`src/rtl/mem_arbiter.sv`:
```
// Two-port (fetch + data) arbiter in front of a single-ported synchronous memory.
// One transaction in flight; data port wins ties unless fetch has been starved STARVE_MAX times.
module mem_arbiter #(
  parameter int unsigned ADDR_W     = 10,
  parameter int unsigned DATA_W     = 32,
  parameter int unsigned READ_LAT   = 1,
  parameter int unsigned STARVE_MAX = 4
) (
  input  logic              clk,
  input  logic              rst,
  input  logic              if_req,
  input  logic [ADDR_W-1:0] if_addr,
  output logic              if_gnt,
  output logic              if_rvalid,
  output logic [DATA_W-1:0] if_rdata,
  input  logic              d_req,
  input  logic              d_we,
  input  logic [ADDR_W-1:0] d_addr,
  input  logic [DATA_W-1:0] d_wdata,
  output logic              d_gnt,
  output logic              d_rvalid,
  output logic [DATA_W-1:0] d_rdata,
  output logic [ADDR_W-1:0] mem_addr,
  output logic [DATA_W-1:0] mem_data_in,
  output logic              mem_write_enable,
  output logic              mem_read_enable,
  input  logic [DATA_W-1:0] mem_data_out,
  output logic              busy
);

  localparam int unsigned CntW = (STARVE_MAX < 1) ? 1 : $clog2(STARVE_MAX + 1);
  localparam int unsigned LatW = $clog2(READ_LAT + 1);

  typedef enum logic [1:0] {StIdle, StIssue, StWait} state_e;

  state_e          state_q;
  logic [CntW-1:0] starve_q;
  logic [LatW-1:0] lat_q;
  logic            port_q;  // 1 = data port owns the transaction in flight
  logic            pick_d;

  // Data wins ties until fetch has lost STARVE_MAX times in a row.
  assign pick_d = d_req && (!if_req || (starve_q != CntW'(STARVE_MAX)));
  assign d_gnt  = (state_q == StIdle) && pick_d;
  assign if_gnt = (state_q == StIdle) && if_req && !pick_d;
  assign busy   = (state_q != StIdle);

  always_ff @(posedge clk or posedge rst) begin
    if (rst) begin
      state_q          <= StIdle;
      starve_q         <= '0;
      lat_q            <= '0;
      port_q           <= 1'b0;
      mem_addr         <= '0;
      mem_data_in      <= '0;
      mem_write_enable <= 1'b0;
      mem_read_enable  <= 1'b0;
      if_rvalid        <= 1'b0;
      d_rvalid         <= 1'b0;
      if_rdata         <= '0;
      d_rdata          <= '0;
    end else begin
      mem_write_enable <= 1'b0;
      mem_read_enable  <= 1'b0;
      if_rvalid        <= 1'b0;
      d_rvalid         <= 1'b0;

      if (!if_req || if_gnt) begin
        starve_q <= '0;
      end else if (d_gnt && (starve_q != CntW'(STARVE_MAX))) begin
        starve_q <= starve_q + CntW'(1);
      end

      unique case (state_q)
        StIdle: begin
          if (d_gnt) begin
            port_q           <= 1'b1;
            mem_addr         <= d_addr;
            mem_data_in      <= d_wdata;
            mem_write_enable <= d_we;
            mem_read_enable  <= !d_we;
            state_q          <= StIssue;
          end else if (if_gnt) begin
            port_q           <= 1'b0;
            mem_addr         <= if_addr;
            mem_read_enable  <= 1'b1;
            state_q          <= StIssue;
          end
        end
        StIssue: begin
          // Write enable is still high here exactly when this is a write.
          if (mem_write_enable) begin
            state_q <= StIdle;
          end else begin
            lat_q   <= '0;
            state_q <= StWait;
          end
        end
        StWait: begin
          if (lat_q == LatW'(READ_LAT - 1)) begin
            if (port_q) begin
              d_rdata  <= mem_data_out;
              d_rvalid <= 1'b1;
            end else begin
              if_rdata  <= mem_data_out;
              if_rvalid <= 1'b1;
            end
            state_q <= StIdle;
          end else begin
            lat_q <= lat_q + LatW'(1);
          end
        end
        default: state_q <= StIdle;
      endcase
    end
  end

endmodule

```
`config.mk`:
```
export PLATFORM = sky130hd
export DESIGN_NAME = mem_arbiter
export DESIGN_NICKNAME = d
export VERILOG_FILES = /design/src/rtl/mem_arbiter.sv
export SDC_FILE = /design/constraint.sdc
export NUM_CORES = 1
export LEC_CHECK = 0
export CAP_MARGIN = 20
export CORE_ASPECT_RATIO = 0.6
export CORE_MARGIN = 1.5
export CORE_UTILIZATION = 39
export CTS_BUF_LIST = sky130_fd_sc_hd__clkbuf_8
export DETAILED_ROUTE_END_ITERATION = 7
export PLACE_DENSITY_LB_ADDON = 0.12
export SETUP_SLACK_MARGIN = 0.15
export SLEW_MARGIN = 20
export SYNTH_ARGS = -nofsm -noshare
export SYNTH_HDL_FRONTEND = slang
export SYNTH_SLANG_ARGS = --single-unit
export TNS_END_PERCENT = 30
```
`constraint.sdc`:
```
create_clock -name clk -period 4.7 [get_ports clk]
set_clock_uncertainty 0.05 [all_clocks]
set_input_delay 1.41 -clock clk [delete_from_list [all_inputs] [get_ports clk]]
set_output_delay 1.41 -clock clk [all_outputs]
set_load 0.03 [all_outputs]
```
== Word-level counts from Yosys, hierarchy flattened ==
Cells that the tools add are included.

* Add/sub/neg operators: 2
* Equal/unequal tests: 6
* Multiplexer cells: 25
* Bitwise logic cells: 2
* Reductions and logical operators: 21

{| class="wikitable"
|+ Operators with widths
! kind !! count
|-
| two-way mux 10 bit || 2
|-
| two-way mux 1 bit || 15
|-
| two-way mux 2 bit || 4
|-
| AND reduction 2 bit || 4
|-
| nonzero test 2 bit || 4
|-
| two-way mux 3 bit || 2
|-
| inequality test 3 bit (second input constant) || 2
|-
| one-hot mux 2 bit (3 select lines) || 1
|-
| AND reduction 3 bit || 2
|-
| logical AND 1 bit || 5
|-
| inequality test 2 bit (second input constant) || 2
|-
| adder 3 x 1 -> 3 bit (second input constant) || 1
|-
| zero test 1 bit || 3
|-
| == test 2 x 1 -> 1 bit (second input constant) || 1
|-
| == test 2 bit (second input constant) || 1
|-
| zero test 2 bit || 1
|-
| logical OR 1 bit || 2
|-
| NOT 1 bit || 2
|-
| one-hot mux 1 bit (2 select lines) || 1
|-
| adder 1 bit (second input constant) || 1
|}

* Flip-flop bits (word level): 117
* Output and inout bits: 113
* Logic and storage cells: 68

== Longest topological paths before layout ==
* Depth after elaboration: 8
* Mapped depth: 6
* Mapped depth without buffers: 5

== Worst setup path after synthesis ==
Ideal clock, no wire load.

* Path type: input to output
* From: in d_req
* To: out if_gnt
* Data arrival time: 2.217 ns
* Data required time: 3.240 ns
* Setup slack: 1.023 ns
* Stages: 3
* Path buffers: 1
* Cell sequence: a21bo_2 and3_1 clkbuf_1

* Cells in the longest elaborated chain, start to end: 3

{| class="wikitable"
|+ Ends and longest elaborated chain
! element !! line !! text
|-
| start, declared || 16 || <nowiki>input logic d_req,</nowiki>
|-
| logical AND 1 bit || 43 || <nowiki>assign pick_d = d_req && (!if_req || (starve_q != CntW'(STARVE_MAX)));</nowiki>
|-
| zero test 1 bit || 45 || <nowiki>assign if_gnt = (state_q == StIdle) && if_req && !pick_d;</nowiki>
|-
| logical AND 1 bit || 45 ||
|-
| end, declared || 13 || <nowiki>output logic if_gnt,</nowiki>
|}

No other way between the ends.

== Worst setup path after layout ==
Same ends and word-level chain as after synthesis.

==> tab_implementation.tex <==
\begin{tabular}{lr}
\hline
Metric & Value \\
\hline
\multicolumn{2}{l}{\textbf{Synth}} \\
\quad Fraction of post-synthesis cell area in the top cell type by area & 63.7\% \\
\quad Post-Synthesis Net Count & roughly 370 \\
\quad Number of enable flip-flop cells after synthesis & 0 \\
\quad Cell type with the largest total area after synthesis & sky130\_fd\_sc\_hd\_\_dfrtp\_1 \\
\quad Mean Syn Cell Area & approximately 16 um2 \\
\quad Leading post-synthesis cells by cell area & sky130\_fd\_sc\_hd\_\_dfrtp\_1 (64\%), sky130\_fd\_sc\_hd\_\_mux2\_2 (17\%), sky130\_fd\_sc\_hd\_\_mux2\_4 (6.6\%) \\
\quad Syn Inst Count & $\sim$280 \\
\quad Most frequently used flop master after synthesis & sky130\_fd\_sc\_hd\_\_dfrtp\_1 \\
\quad Number of distinct library cell variants in the gate-level netlist after synthesis & 27 \\
\quad Mapped cell area & 4560 um2 \\
\quad Fraction of synthesis flops using an asynchronous set or reset pin & between 90\% and 100\% \\
\quad Register area share after synthesis & 63.7\% \\
\quad Synth warn & 0 \\
\quad \#FFs+latches synth & about 120 \\
\multicolumn{2}{l}{\textbf{STA}} \\
\quad Total negative slack for setup checks & 0 ps \\
\quad Portion of the clock cycle consumed by the worst path in the final layout & 94.3\% \\
\quad Setup violation total in the final timing report & 0 \\
\quad Final-report hold violation count & 0 \\
\quad Final Max Tran Viols & 0 \\
\quad Tightest Pin Transition & approximately 560 ps \\
\quad Worst hold slack & a little under 400 ps \\
\quad Fin crit period & between 4000 and 5000 ps \\
\quad Worst slew margin relative to its limit & between 60\% and 70\% \\
\quad Unrepaired setup endpoints after global routing & no \\
\quad FMAX & $\sim$230 MHz \\
\multicolumn{2}{l}{\textbf{GRT}} \\
\quad Vias in the first global route & roughly 3300 \\
\quad Wire length of the first global-routing pass & 17300 um \\
\quad Maximum number of pins on one net before global-route repair & 43 \\
\quad Global route total overflow & 0 \\
\quad GRT Resource Usage Total & about a fifth \\
\quad Antenna violations before repair & 0 \\
\multicolumn{2}{l}{\textbf{CTS}} \\
\quad Root buf cell & sky130\_fd\_sc\_hd\_\_clkbuf\_8 \\
\quad CTS sink count & around 120 \\
\quad Number of buffers between clock root and the deepest sink & 2 \\
\quad TritonCTS clock tree & done \\
\quad Number of H-tree branching levels & 4 \\
\quad Reg clk slew, reported paths & about 60 ps \\
\quad Total setup buffers inserted after CTS & 0 \\
\quad Worst skew pair latency & between 400 and 500 ps \\
\quad Post-cts hold buffer count & 0 \\
\quad Inserted Clock Buffers & 17 \\
\quad Post-CTS sizing & 0 \\
\multicolumn{2}{l}{\textbf{Layout}} \\
\quad Final net count & roughly 600 \\
\quad Post-layout instance area & roughly 7100 um2 \\
\quad Layout overhead on the synthesized area & 55.9\% \\
\quad Top library cells by usage in the layout, fill and taps aside & sky130\_fd\_sc\_hd\_\_clkdlybuf4s50\_1 (200), sky130\_fd\_sc\_hd\_\_dfrtp\_1 (116), sky130\_fd\_sc\_hd\_\_mux2\_2 (70), sky130\_fd\_sc\_hd\_\_mux2\_4 (20), sky130\_fd\_sc\_hd\_\_clkbuf\_8 (18) \\
\quad Number of cells in the finished layout apart from fillers & 667 \\
\quad Antenna diode instance count & 0 \\
\quad Leading cell type in the layout, fill and taps excluded & sky130\_fd\_sc\_hd\_\_clkdlybuf4s50\_1 \\
\quad Number of fill cells in the layout & between 800 and 900 \\
\quad Share of post-route cells with drive strength above 1 & between 20\% and 30\% \\
\multicolumn{2}{l}{\textbf{Setup path}} \\
\quad R2R Path Start & state\_q[0] \\
\quad R2R depth & 4 \\
\quad Critical setup path kind & input port to output pin \\
\quad Reg2Reg Capture Point & mem\_data\_in[31] \\
\quad Data arrival at the endpoint of the critical path & between 2000 and 3000 ps \\
\quad Endpoint class of the critical path & output pin \\
\quad Critical Path Fanout Max & 4 \\
\quad Worst endpoint required time & roughly 3200 ps \\
\quad Startpoint type of the worst setup path & input port \\
\quad Startpoint of the most critical setup path & d\_req \\
\quad Register-to-register path setup slack & between 2000 and 3000 ps \\
\multicolumn{2}{l}{\textbf{Drt}} \\
\quad First-pass iteration count of the detailed router & 4 \\
\quad Number of remaining DRC errors & 0 \\
\quad Total vias in the final route & about 3100 \\
\quad Detailed-route wire length per cell & $\sim$16 um \\
\quad Antenna-violating nets left & 0 \\
\quad Number of violations reported at the end of detailed-routing iteration 0 & between 100 and 150 \\
\quad Sum of routed wire length over all layers & roughly 11000 um \\
\quad Vias per std cell & between 4 and 5 \\
\multicolumn{2}{l}{\textbf{Place}} \\
\quad Number of placed cells counting well taps & roughly 640 \\
\quad Cell area reported after detailed placement & just under 7000 um2 \\
\quad Buffers on Ports & between 200 and 250 \\
\quad Final weighted congestion in routability-driven placement & 0.750 \\
\quad HPWL after DPL & about 7700 um \\
\multicolumn{2}{l}{\textbf{Floorplanning}} \\
\quad Die Height & between 80 and 90 um \\
\quad Number of I/O pins & a little over 200 \\
\quad Die Wd & 143 um \\
\quad Initial cell density of the core & 40.2\% \\
\quad Count of standard-cell rows & 30 \\
\quad Die footprint & roughly 12000 um2 \\
\quad Standard cell core area & about 11000 um2 \\
\multicolumn{2}{l}{\textbf{Worst hold path}} \\
\quad Hold Crit Endpoint & state\_q[1] \\
\quad Type of the tightest min-delay check & register to register \\
\quad Start point of the worst min-delay path & mem\_write\_enable \\
\quad Hold path depth & 1 \\
\multicolumn{2}{l}{\textbf{Flow run}} \\
\quad Number of maximum-capacitance constraint violations & 0 \\
\multicolumn{2}{l}{\textbf{Pwr}} \\
\quad Leakage dissipation & 3.00 nW \\
\quad Power Density & a little under 800 nW/um2 \\
\quad VDD IR-drop max & 0.000358 V \\
\multicolumn{2}{l}{\textbf{Outcome}} \\
\quad Result of the run & finished, final reports clean \\
\hline
\end{tabular}
==> synth_stat cells (2+ instances only) <==
master                     number
sky130_fd_sc_hd__dfrtp_1      116
sky130_fd_sc_hd__mux2_2        70
sky130_fd_sc_hd__mux2_4        20
sky130_fd_sc_hd__nor3b_1       12
sky130_fd_sc_hd__a221o_1       10
sky130_fd_sc_hd__buf_2          7
sky130_fd_sc_hd__inv_1          7
sky130_fd_sc_hd__mux2_1         6
sky130_fd_sc_hd__a21boi_0       3
sky130_fd_sc_hd__clkbuf_1       3
sky130_fd_sc_hd__nand2_1        3
sky130_fd_sc_hd__and3_1         2
sky130_fd_sc_hd__buf_12         2
sky130_fd_sc_hd__ha_1           2
sky130_fd_sc_hd__o21ai_0        2
sky130_fd_sc_hd__or3_1          2
==> state kept, by name, indices dropped and copies added (netlist names) <==
register	flops
d_rdata	32
if_rdata	32
mem_data_in	32
mem_addr	10
starve_q	3
state_q	2
d_rvalid	1
if_rvalid	1
mem_read_enable	1
mem_write_enable	1
port_q	1
==> stage by stage <==
stage	util [%]	setup WS, ps	power [W]
floorplan	-	168	0.00351
global placement	59.5	308	0.00470
detailed placement	59.5	291	0.00476
CTS	62.7	263	0.00562
global route	62.7	215	0.00584
finish	62.7	268	0.00555
==> power breakdown <==
group          internal, W  total [W]  switching [W]
Clock             0.000426   0.000838       0.000412
Combinational      0.00141    0.00296        0.00155
Sequential         0.00149    0.00175       0.000259
==> worst max-delay path, stage by stage <==
cell,delay (ps)
sky130_fd_sc_hd__clkdlybuf4s50_1,470
sky130_fd_sc_hd__a21bo_2,230
sky130_fd_sc_hd__and3_1,170
sky130_fd_sc_hd__clkdlybuf4s50_1,690
==> layout make-up <==
| type | instances | area [um2] | area share, % |
|---|---|---|---|
| Sequential cell | 116 | 2900 | 40.8 |
| Timing Repair Buffer | 210 | 2080 | 29.2 |
| Multi-Input combinational cell | 142 | 1540 | 21.6 |
| Clock buffer | 18 | 248 | 3.48 |
| Tap cell | 160 | 200 | 2.82 |
| Clock inverter | 14 | 114 | 1.60 |
| Inverter | 7 | 28.8 | 0.405 |
==> routing by layer <==
layer | wire, um | part of all wire (%) | global-route usage [%]
met4 | 121 | 1.1 | 7.03
met2 | 4820 | 45 | 27.9
met1 | 4860 | 45 | 24.5
met5 | 0 | 0 | 0
met3 | 1000 | 9.3 | 7.62
==> logic make-up (layout without fill, tap and decap cells) <==
group / count (synthesis) / after routing / share of synthesized area, %
DFF: 116 / 116 / 63.7
muxes: 96 / 96 / 25.4
and+or+nand+nor: 26 / 26 / 4.31
buffers and inverters: 20 / 249 / 2.72
AOI/OAI and AO/OA: 18 / 18 / 3.40
adders and majority gates: 2 / 2 / 0.549
==> worst max path at each step <==
stage / to / slack [ps] / depth (start not counted)
3_5_place_dp: if_gnt / 290 / 4
4_1_cts: if_gnt / 260 / 4
3_3_place_gp: if_gnt / 310 / 4
5_1_grt: if_gnt / 220 / 4
6_report: if_gnt / 270 / 4
2_1_floorplan: d_rdata[0] / 170 / 1
No activity file was read; power rests on OpenSTA's default activity.
